===== config.mk =====
export PLATFORM = sky130hd
export DESIGN_NAME = spi_cmd_receiver
export DESIGN_NICKNAME = d
export VERILOG_FILES = /design/src/rtl/spi_cmd_receiver.sv
export SDC_FILE = /design/constraint.sdc
export NUM_CORES = 1
export LEC_CHECK = 0
export ABC_AREA = 1
export CAP_MARGIN = 30
export CORE_MARGIN = 1.5
export CORE_UTILIZATION = 45
export CTS_BUF_LIST = sky130_fd_sc_hd__clkbuf_2
export CTS_CLUSTER_DIAMETER = 150
export DETAILED_ROUTE_END_ITERATION = 10
export GPL_TIMING_DRIVEN = 0
export MAX_ROUTING_LAYER = met4
export PLACE_DENSITY = 0.71
export SLEW_MARGIN = 20
export SYNTH_ARGS = -nofsm -noshare
export SYNTH_HDL_FRONTEND = slang
export SYNTH_SLANG_ARGS = --single-unit

===== constraint.sdc =====
create_clock -name clock -period 3 [get_ports clock]
set_clock_uncertainty 0.05 [all_clocks]
set_input_delay 0.6 -clock clock [delete_from_list [all_inputs] [get_ports clock]]
set_output_delay 0.6 -clock clock [all_outputs]
set_load 0.1 [all_outputs]

===== src/rtl/spi_cmd_receiver.sv =====
// Mode-0 SPI slave front end for system_controller: oversamples the SPI pins,
// buffers complete 32-bit frames and replays them as clean latch_data strobes.
module spi_cmd_receiver #(
  parameter int FIFO_DEPTH = 4,
  parameter int LATCH_HIGH = 2,
  parameter int LATCH_GAP  = 2
) (
  input  logic                          clock,
  input  logic                          reset,
  input  logic                          sclk,
  input  logic                          cs_n,
  input  logic                          mosi,
  input  logic                          clear_flags,
  output logic [31:0]                   cmd_data,
  output logic                          latch_data,
  output logic [$clog2(FIFO_DEPTH):0]   fifo_level,
  output logic                          frame_error,
  output logic                          overflow
);

  localparam int AW = $clog2(FIFO_DEPTH);
  localparam int LW = AW + 1;

  typedef enum logic [1:0] {
    ST_IDLE = 2'd0,
    ST_HIGH = 2'd1,
    ST_GAP  = 2'd2
  } state_t;

  logic [2:0]    r_sclk_q;
  logic [2:0]    r_cs_q;
  logic [1:0]    r_mosi_q;
  logic [1:0]    r_warm;
  logic          r_armed;
  logic          r_in_frame;
  logic [31:0]   r_shift;
  logic [5:0]    r_bitcnt;
  logic [31:0]   r_mem [FIFO_DEPTH];
  logic [AW-1:0] r_wr_ptr;
  logic [AW-1:0] r_rd_ptr;
  logic [LW-1:0] r_count;
  state_t        r_state;
  logic [15:0]   r_cnt;
  logic          r_latch;
  logic [31:0]   r_cmd;
  logic          r_frame_error;
  logic          r_overflow;

  logic          w_sclk_rise;
  logic          w_cs_rise;
  logic          w_cs_fall;
  logic          w_frame_end;
  logic          w_push_req;
  logic          w_ferr_set;
  logic          w_full;
  logic          w_empty;
  logic          w_push;
  logic          w_pop;
  logic          w_ovf_set;
  state_t        w_state_nxt;
  logic [15:0]   w_cnt_nxt;
  logic          w_latch_nxt;

  assign w_sclk_rise = r_sclk_q[1] & ~r_sclk_q[2];
  assign w_cs_rise   = r_cs_q[1] & ~r_cs_q[2];
  assign w_cs_fall   = ~r_cs_q[1] & r_cs_q[2];

  // Pin synchronizers plus an edge-detect stage for sclk and cs_n.
  always_ff @(posedge clock) begin
    if (reset) begin
      r_sclk_q <= 3'b000;
      r_cs_q   <= 3'b111;
      r_mosi_q <= 2'b00;
      r_warm   <= 2'b00;
    end else begin
      r_sclk_q <= {r_sclk_q[1:0], sclk};
      r_cs_q   <= {r_cs_q[1:0], cs_n};
      r_mosi_q <= {r_mosi_q[0], mosi};
      r_warm   <= {r_warm[0], 1'b1};
    end
  end

  // The cs_n reset value of 1 is not a real pin sample, so arming waits until
  // r_warm shows the synchronized value comes from the pin.
  always_ff @(posedge clock) begin
    if (reset) begin
      r_armed    <= 1'b0;
      r_in_frame <= 1'b0;
      r_shift    <= 32'h0000_0000;
      r_bitcnt   <= 6'd0;
    end else if (!r_armed) begin
      if (r_warm[1] && r_cs_q[1]) begin
        r_armed <= 1'b1;
      end
    end else if (w_cs_fall) begin
      r_in_frame <= 1'b1;
      r_shift    <= 32'h0000_0000;
      r_bitcnt   <= 6'd0;
    end else if (r_in_frame && w_cs_rise) begin
      r_in_frame <= 1'b0;
    end else if (r_in_frame && w_sclk_rise) begin
      r_shift <= {r_shift[30:0], r_mosi_q[1]};
      if (r_bitcnt != 6'd33) begin
        r_bitcnt <= r_bitcnt + 6'd1;
      end
    end
  end

  assign w_frame_end = r_in_frame & w_cs_rise;
  assign w_push_req  = w_frame_end & (r_bitcnt == 6'd32);
  assign w_ferr_set  = w_frame_end & (r_bitcnt != 6'd32) & (r_bitcnt != 6'd0);

  assign w_full    = (r_count == LW'(FIFO_DEPTH));
  assign w_empty   = (r_count == LW'(0));
  assign w_push    = w_push_req & (~w_full | w_pop);
  assign w_ovf_set = w_push_req & w_full & ~w_pop;

  // FIFO storage; contents are don't-care until counted in r_count.
  always_ff @(posedge clock) begin
    if (w_push) begin
      r_mem[r_wr_ptr] <= r_shift;
    end
  end

  // FIFO pointers and occupancy.
  always_ff @(posedge clock) begin
    if (reset) begin
      r_wr_ptr <= '0;
      r_rd_ptr <= '0;
      r_count  <= '0;
    end else begin
      if (w_push) begin
        r_wr_ptr <= r_wr_ptr + AW'(1);
      end
      if (w_pop) begin
        r_rd_ptr <= r_rd_ptr + AW'(1);
      end
      case ({w_push, w_pop})
        2'b10:   r_count <= r_count + LW'(1);
        2'b01:   r_count <= r_count - LW'(1);
        default: r_count <= r_count;
      endcase
    end
  end

  // Strobe FSM; GAP expiring with work queued issues directly so
  // back-to-back commands repeat every LATCH_HIGH+LATCH_GAP cycles.
  always_comb begin
    w_state_nxt = r_state;
    w_cnt_nxt   = r_cnt;
    w_latch_nxt = r_latch;
    w_pop       = 1'b0;
    case (r_state)
      ST_IDLE: begin
        if (!w_empty) begin
          w_pop       = 1'b1;
          w_latch_nxt = 1'b1;
          w_cnt_nxt   = 16'(LATCH_HIGH - 1);
          w_state_nxt = ST_HIGH;
        end else begin
          w_latch_nxt = 1'b0;
        end
      end
      ST_HIGH: begin
        if (r_cnt == 16'd0) begin
          w_latch_nxt = 1'b0;
          w_cnt_nxt   = 16'(LATCH_GAP - 1);
          w_state_nxt = ST_GAP;
        end else begin
          w_cnt_nxt = r_cnt - 16'd1;
        end
      end
      ST_GAP: begin
        if (r_cnt != 16'd0) begin
          w_cnt_nxt = r_cnt - 16'd1;
        end else if (!w_empty) begin
          w_pop       = 1'b1;
          w_latch_nxt = 1'b1;
          w_cnt_nxt   = 16'(LATCH_HIGH - 1);
          w_state_nxt = ST_HIGH;
        end else begin
          w_state_nxt = ST_IDLE;
        end
      end
      default: begin
        w_state_nxt = ST_IDLE;
        w_latch_nxt = 1'b0;
        w_cnt_nxt   = 16'd0;
      end
    endcase
  end

  // FSM state, strobe and command registers.
  always_ff @(posedge clock) begin
    if (reset) begin
      r_state <= ST_IDLE;
      r_cnt   <= 16'd0;
      r_latch <= 1'b0;
      r_cmd   <= 32'h0000_0000;
    end else begin
      r_state <= w_state_nxt;
      r_cnt   <= w_cnt_nxt;
      r_latch <= w_latch_nxt;
      if (w_pop) begin
        r_cmd <= r_mem[r_rd_ptr];
      end
    end
  end

  // Sticky flags: a set in the same cycle as clear_flags wins.
  always_ff @(posedge clock) begin
    if (reset) begin
      r_frame_error <= 1'b0;
      r_overflow    <= 1'b0;
    end else begin
      r_frame_error <= w_ferr_set | (r_frame_error & ~clear_flags);
      r_overflow    <= w_ovf_set | (r_overflow & ~clear_flags);
    end
  end

  assign cmd_data    = r_cmd;
  assign latch_data  = r_latch;
  assign fifo_level  = r_count;
  assign frame_error = r_frame_error;
  assign overflow    = r_overflow;

endmodule


## Word level (Yosys, flattened, before mapping)

Memories as Yosys holds them, arrays and structs flattened. A register that Yosys moved wholly into a read port is not among the register bits.
Cells that the tools add are included.
Widths: inputs -> output; s select.

- RAM bits: 128
- Memories kept: 1
- Register bits after elaboration: 78
- Input bits: 6
- Word-level logic and storage cells: 106

Memories:

| memory | words | bits a word | read ports | clocked after Yosys merged registers in | wr ports | RTL line | source |
|---|---|---|---|---|---|---|---|
| r_mem | 4 | 32 | 1 | 1 | 1 | 38 | `logic [31:0] r_mem [FIFO_DEPTH];` |

- Eq/ne operators: 13
- Bitwise operators: 21
- Reduce and logical (&&, ||, !) cells: 17
- Mux-type cells: 31
- $add $sub $neg: 6

Operators by type and width:

| operator | count |
|---|---|
| $mux 32 | 3 |
| $mux 16 | 3 |
| $pmux 16 s3 | 1 |
| $mux 6 | 4 |
| $logic_not 16->1 | 1 |
| $reduce_bool 16->1 | 1 |
| $sub 16x1->16 const B | 1 |
| $mux 1 | 13 |
| $and 1x1->1 | 12 |
| $ne 6x6->1 const B | 2 |
| $ne 2x2->1 const B | 5 |
| $reduce_and 3->1 | 3 |
| $reduce_bool 2->1 | 4 |
| $add 6x1->6 const B | 1 |
| $eq 6x6->1 const B | 1 |
| $mux 2 | 3 |
| $not 1->1 | 6 |
| $pmux 2 s3 | 1 |
| $pmux 3 s2 | 1 |
| $reduce_bool 6->1 | 1 |
| $add 2x1->2 const B | 2 |
| $eq 2x1->1 const B | 2 |
| $eq 2x2->1 const B | 2 |
| $reduce_and 4->1 | 1 |
| other kinds (10) | 14 |

## Depth between registers and ports, before layout

Gate-level depths: netlist of run 1.

- Depth in word-level cells: 8
- Mapped depth: 15
- Mapped depth without buffers: 15

## Worst setup path before layout of run 1

Ideal clock, no wire load.

- Kind: register -> register
- Start point: reg r_count[0], in the netlist fifo_level[0]
- End point: mem r_mem[0][0] (enable)
- Period minus slack after synthesis: 3.830 ns
- Cell stages (with the launch flop): 9
- Arrival: 3.359 ns
- Slack: -0.830 ns
- Buffers on the path: 0
- Path through: dfxtp_1 -> inv_1 -> nand2_1 -> nor2_1 -> nor2_1 -> nand2_4 -> nand3_1 -> nand2_1 -> nor2_1

- Longest elaborated chain between the ends: 8
- Elaborated cells between the ends (all ways): 10
- Classes of those cells: 1 x eq/ne; 5 x mux; 3 x bitwise; 1 x reduce/logical

Ends and longest elaborated chain:

| what | RTL line | source |
|---|---|---|
| from (decl) | 41 | `logic [LW-1:0] r_count;` |
| from (signal assigned) | 139 | `2'b10: r_count <= r_count + LW'(1);` |
| from (signal assigned) | 140 | `2'b01: r_count <= r_count - LW'(1);` |
| from (signal assigned) | 141 | `default: r_count <= r_count;` |
| $logic_not 3->1 | 114 | `assign w_empty = (r_count == LW'(0));` |
| $mux 1 | 155, 176 |  |
| $mux 1 | 174 | `if (r_cnt != 16'd0) begin` |
| $pmux 1 s2 | 153 | `case (r_state)` |
| $or 1x1->1 * | 115 | `assign w_push = w_push_req & (~w_full \| w_pop);` |
| $and 1x1->1 * | 115 |  |
| $mux 1 * | 120 | `if (w_push) begin` |
| $mux 1 (implied by the code) * | 121 | `r_mem[r_wr_ptr] <= r_shift;` |
| to (decl) | 38 |  |

Mark *: on every way between the ends. The rest lies on a longest branch, timed or not.

## Worst setup path in the final report of run 1

- Start point: reg r_count[2], in the netlist fifo_level[2]
- End point: out fifo_level[2]

RTL lines:

| what | RTL line | source |
|---|---|---|
| to (decl) | 16 | `output logic [$clog2(FIFO_DEPTH):0] fifo_level,` |

No word-level cell between the ends.

==> results.md, run 1 <==
- VDD IR-drop max: 0.000845 V
- Yosys cell types: 33
- Status: completed
- Max Root-Sink Buffers: 3
- Final Slew Violations: 0
- Power Density: 1070 nW/um^2
- Critical path's top delay family: buffers and inverters
- CP Max Fanout: 6
- Initial antenna violation count: 1
- Most common cell in the synthesized netlist: nor2_1
- Detailed Place HPWL: 12.8 mm
- Crit. End Element: output port
- Highest-delay cell along the critical path: dlygate4sd2_1
- Number of remaining DRC errors: 0
- Max Freq: 355 MHz
- Post-synth ARST share: 0%
- Switching share of power: 48.6%
- Reg power frac: 34.9%
- Comb pwr share: 46.7%
- TritonCTS clock tree: built
- Total vias in the final route: 6876
- DR iter-0 viols: 505
- GPL Wtd Cong: 0.834
- Die W: 147 um
- Crit path arrival time: 2170 ps
- Routed wire length per instance: 14.7 um
- YS warnings: 0
- CP Cell Sequence: dlygate4sd2_1
- Final wirelength: 20.0 mm
- Switching pwr: 0.00559 W
- Share of the yosys chip area belonging to registers: 64.5%
- Share of cells above drive strength 1: 12.2%
- Post-DR vias/cell: 5.05
- Remaining global-route overflow: 0
- Total Routing Usage GR: 19.4%
- Number of global-route vias before repair: 6454
- Root buffer cell: clkbuf_2
- Synth cell count leaders: 171 x nor2_1, 128 x edfxtp_1, 110 x dfxtp_1, 100 x nand2_1, 96 x o21ai_0
- Post-synthesis register bit count: 238
- Fin area: 10800 um^2
- Synth top area share: 41.0%
- Pint: 0.00590 W
- Die Y: 147 um
- # nets final: 1061
- Syn Area/Cell: 9.96 um^2
- Port Buffer Count: 42
- Area of the core: 20300 um^2
- Leakage Power: 4.21 nW
- Clk sink count: 238
- CP Data Required Time: 2350 ps
- RSZ-0062 raised after global routing: false
- DRT Pass-1 Iters: 5
- Max_cap viols: 0
- Area grow syn2layout: 15.1%
- Fin Hold WS: 251 ps
- Post-Syn Instances: 941
- Post-Syn Area: 9370 um^2
- Dpl cell area: 10200 um^2
- Placement row count: 52
- Fin crit share: 93.9%
- Cts bufs inserted: 56
- Critical path startpoint category: flop
- Mapped Nets: 957
- Die area: 21700 um^2
- Final setup vio count: 0
- Antenna Nets Post-Route: 0
- Yosys top cell by area: edfxtp_1
- HP Class: in2reg
- Slew HR: 34.6%
- Setup CP Type: reg2out
- Clk pwr share: 18.4%
- Post-synth EDFFs: 128
- CP Buf/Inv Count: 1
- Largest net degree at the start of global routing: 33
- Final Hold Viols: 0
- Ports: 44
- H-tree levels: 2
- Clock transition at path regs: 100 ps
- Worst skew pair latency: 890 ps
- Post-layout min period: 2820 ps
- Worst-margin pin slew: 979 ps
- Top_reg_cell synth: edfxtp_1
- Synth top area cells: edfxtp_1 41%, dfxtp_1 24%, nor2_1 6.9%
- Global-route wire length before repair: 32.2 mm
- CP peak stage delay: 890 ps
- Initial Util: 46.1%
- Post-CTS Hold Buffers: 0
[cell usage in the layout (no fill, tap or decap), types with 3 or more instances in the layout]
cell type,n
clkinv_1,12
a21oi_1,64
nor2_4,5
nand2_4,3
nor2_2,9
dfxtp_1,108
xor2_1,8
nand3_1,62
buf_16,4
dlymetal6s2s_1,6
clkdlybuf4s50_1,4
clkinv_2,3
o21ai_1,13
clkbuf_2,85
clkbuf_1,33
dlygate4sd2_1,32
nor3_1,5
o21ai_0,96
a31oi_1,33
edfxtp_1,128
nand2_2,3
nor2_1,167
buf_2,9
or2_2,3
buf_1,7
inv_1,53
nand4_1,5
ha_1,9
nand2_1,99
xnor2_1,4
[final cells by class]
type	count	area, um^2
tap	270	338
inverter	55	209
clock buffer	85	425
clock inverter	18	108
antenna	1	2.50
timing repair buffer	46	505
multi-input combinational	597	2920
sequential	238	6050
fill	1851	9520
buffer	51	225
[flip-flops by register name, indices dropped and copies added, names as in the netlist]
signal and count:
r_sclk_q 3, r_armed 1, frame_error 1, r_rd_ptr 2, r_wr_ptr 2, r_state 2
r_in_frame 1, r_cs_q 3, latch_data 1, r_warm 2, r_cnt 16, r_shift 32
fifo_level 3, r_mem 128, r_bitcnt 6, cmd_data 32, r_mosi_q 2, overflow 1
[repair_timing]
action,CTS,global route
endpoints found under the setup margin,58,6
gates resized for setup,33,6
gates cloned,0,0
buffers inserted,0,0
[cells by family after synthesis]
family                   count (synthesis)  synth area share (%)
AND/OR/NAND/NOR                        363                  16.3
buffers and inverters                  106                  4.63
AO/OA/AOI/OAI                          212                  11.9
flip-flops                             238                  64.5
adder cells (fa/ha/maj)                 10                  1.42
XOR/XNOR                                12                  1.12
[power by group through the flow]
| stage | Sequential, W | Clock [W] | Combinational [W] |
|---|---|---|---|
| after floorplan | 0.00584 | 0 | 0.00243 |
| after global placement | 0.00409 | 0 | 0.00547 |
| after detailed placement | 0.00410 | 0 | 0.00552 |
| after CTS | 0.00402 | 0.00217 | 0.00539 |
| after global routing | 0.00406 | 0.00233 | 0.00583 |
| final | 0.00401 | 0.00212 | 0.00536 |
[layer usage]
layer  part of all wire, %  global-route usage [%]
met4                   2.4                    6.80
met2                    47                    31.3
met3                   6.8                    3.94
met1                    44                    24.3
met5                     0                       -
[through the flow]
stage / total power [W] / TNS [ps] / worst slack, ps / cells / utilization (%)
global placement: 0.00956 / -110 / -5.64 / 1253 / 50.0
detailed placement: 0.00962 / 0 / 3.09 / 1255 / 50.3
floorplan: 0.00827 / 0 / 54.6 / 941 / -
finish: 0.0115 / 0 / 184 / 1361 / 53.1
global route: 0.0122 / 0 / 50.8 / 1361 / 53.1
CTS: 0.0116 / 0 / 1.99 / 1358 / 52.8
[path summary, 6_finish.rpt]
| check | endpoint | cells after the start | slack (ps) | start |
|---|---|---|---|---|
| worst max register to register | r_mem[1][12] | 13 | 300 | r_cnt[0] |
| worst min register to register | r_cs_q[1] | 1 | 360 | r_cs_q[0] |
| worst max-delay path | fifo_level[2] | 1 | 180 | fifo_level[2] |
| worst min-delay path | r_mosi_q[0] | 3 | 250 | mosi |
Note: power is estimated with default switching activity, not from simulation.
==> inputs of run 2 (changes only) <==
--- a/config.mk
+++ b/config.mk
@@ -5,7 +5,6 @@
 export SDC_FILE = /design/constraint.sdc
 export NUM_CORES = 1
 export LEC_CHECK = 0
-export ABC_AREA = 1
 export CAP_MARGIN = 30
 export CORE_MARGIN = 1.5
 export CORE_UTILIZATION = 45
==> constraint.sdc (replaced) <==
create_clock -name clock -period 2.3 [get_ports clock]
set_clock_uncertainty 0.05 [all_clocks]
set_input_delay 0.46 -clock clock [delete_from_list [all_inputs] [get_ports clock]]
set_output_delay 0.46 -clock clock [all_outputs]
set_load 0.1 [all_outputs]
==> run 2 against run 1 <==
The run now ends with negative setup slack left. Synthesized cell count fell by 23%. Count of clock-buffer cells in the layout down 1. Sequential share of layout area decreased by 1.9 points. Register-to-register slack lost 460 ps. Clock power rose by 31%. Worst setup slack worse by 340 ps. Cell area up 3.7%. Largest power group unchanged. Die area decreased by 0.43%. First-iteration DRC count grew 16%. Total power is 28% higher. Non-clock buffer count rose by 25.
==> results.md, run 2 <==
- Antenna Nets Post-Route: 0
- Power Density: 1320 nW/um^2
- DR iter-0 viols: 587
- Largest net degree at the start of global routing: 17
- Routed wire length per instance: 17.7 um
- Post-layout min period: 2460 ps
- Die area: 21600 um^2
- GPL Wtd Cong: 0.842
- Met1 WL: 9.00 mm
- Remaining global-route overflow: 0
- HP Class: in2reg
- DRT Pass-1 Iters: 5
- Status: complete, but fails checks
- Ports: 44
- Mapped Nets: 742
- Max_cap viols: 0
- Yosys cell types: 62
- Port Buffer Count: 43
- H-tree levels: 2
- Cts bufs inserted: 57
- Setup WS pre-CTS: -671 ps
- Final Slew Violations: 0
- Synth top area cells: edfxtp_1 41%, dfxtp_1 24%, mux4_2 7.7%
- Detailed Place HPWL: 11.7 mm
- TritonCTS clock tree: built
- Post-DR vias/cell: 5.39
- Synth cell count leaders: 128 x edfxtp_1, 110 x dfxtp_1, 107 x nand2_1, 76 x a21oi_1, 38 x nand3_1
- Post-Syn Instances: 726
- Metal3 WL: 1.39 mm
- Final wirelength: 21.0 mm
- Number of global-route vias before repair: 6202
- Final core utilization: 55.1%
- Die Y: 147 um
- Dpl cell area: 10100 um^2
- Area of the core: 20300 um^2
- Slew HR: 46.5%
- Top reg by flops: r_mem
- Most frequent cells in the layout: 128 x edfxtp_1, 105 x nand2_1, 101 x dfxtp_1, 90 x clkbuf_2, 76 x a21oi_1
- Top_reg_cell synth: edfxtp_1
- Share of the yosys chip area belonging to registers: 64.8%
- Fin area: 11200 um^2
- Worst-margin pin slew: 796 ps
- Clock transition at path regs: 130 ps
- Placement row count: 52
- Post-synthesis register bit count: 238
- TNS Setup: -12550 ps
- Commonest non-fill, non-tap cell in the layout: edfxtp_1
- Syn Area/Cell: 12.8 um^2
- Post-Syn Area: 9330 um^2
- Crit. End Element: flop
- CP Data Required Time: 2970 ps
- VDD IR-drop max: 0.000730 V
- Most common cell in the synthesized netlist: edfxtp_1
- Post-CTS Hold Buffers: 0
- Die W: 147 um
- Worst skew pair latency: 870 ps
- RSZ-0062 raised after global routing: true
- Met2 wire length: 10.2 mm
- Fin crit share: 107%
- Power, Total: 0.0147 W
- Initial Util: 45.9%
- Max reg flops: 128
- Global-route wire length before repair: 32.1 mm
- Initial antenna violation count: 1
- YS warnings: 0
- Clk sink count: 238
- Post-synth EDFFs: 128
- Yosys top cell by area: edfxtp_1
- Failing checks: negative setup slack
- Final worst slack: -160 ps
- Final setup vio count: 130
- Crit path arrival time: 3130 ps
- Root buffer cell: clkbuf_2
- Share of cells above drive strength 1: 30.9%
- Number of remaining DRC errors: 0
- Total vias in the final route: 6408
- Area grow syn2layout: 19.8%
- Total Routing Usage GR: 19.5%
- Critical path startpoint category: flop
- Max Freq: 406 MHz
- Leakage Power: 4.00 nW
- Max Root-Sink Buffers: 3
- Post-synth ARST share: 0%
- Synth top area share: 41.2%
- Setup CP Type: reg2reg
- CP Max Fanout: 4
- Final Hold Viols: 0
- Top Metal Used: met4
- # nets final: 887
==> run 2: repair_timing <==
action,in CTS,in global routing
setup buffers,23,12
cloned,4,4
hold endpoints to repair,0,0
endpoints found under the setup margin,199,210
pin swaps,10,7
gates resized for setup,186,58
==> run 2: kinds of logic (layout without fill, tap and decap cells) <==
family,after synthesis,count (layout),share of synthesized area [%]
AND/OR/NAND/NOR,244,250,12.7
XOR/XNOR,6,6,0.563
buffers and inverters,55,241,2.70
AO/OA/AOI/OAI,136,136,9.39
multiplexers,37,37,8.38
flip-flops,238,238,64.8
adder cells (fa/ha/maj),10,10,1.42
other,0,1,0
==> run 2: metrics by stage <==
stage | hold slack [ps] | std cells
floorplan | 339 | 726
global placement | 346 | 1039
detailed placement | 347 | 1039
CTS | 48.7 | 1172
global route | 81.9 | 1189
finish | 116 | 1189
==> run 2: area by class of cell <==
| type | instances | area, um^2 |
|---|---|---|
| Antenna cell | 1 | 2.50 |
| Buffer | 41 | 213 |
| Clock buffer | 84 | 420 |
| Clock inverter | 22 | 120 |
| Fill cell | 1706 | 9120 |
| Inverter | 13 | 51.3 |
| Multi-Input combinational cell | 439 | 3220 |
| Sequential cell | 238 | 6060 |
| Tap cell | 270 | 338 |
| Timing Repair Buffer | 81 | 751 |
==> run 2: worst max-delay path: stages (launching register included) <==
cell and delay, ps:
dfxtp_2 340, inv_2 80, ha_4 120, nor4b_4 180, and4_1 240, buf_6 120
o2111ai_4 120, fa_2 430, nor3_2 150, nor2_1 90, a211oi_2 190, nand3_1 90
a31oi_1 140
==> run 2: worst paths after layout <==
kind	depth (start not counted)	endpoint	slack, ps	startpoint
max	12	fifo_level[2]	-160	r_cnt[1]
min	2	r_mosi_q[0]	120	mosi
min reg2reg	1	r_cs_q[1]	370	r_cs_q[0]
max reg2reg	12	fifo_level[2]	-160	r_cnt[1]
==> run 2: report_power, final <==
group          leakage (nW)  internal (W)  switching (W)
clock network         0.402       0.00110        0.00166
logic                  1.51       0.00211        0.00464
registers              2.08       0.00486       0.000364
total                  4.00       0.00808        0.00667
==> run 2: routing by layer <==
metal | vias to the layer above | global-route usage, %
met5 | - | -
met4 | 0 | 7.65
met2 | 214 | 30.4
li1 | 3018 | -
met1 | 3138 | 24.6
met3 | 38 | 5.06
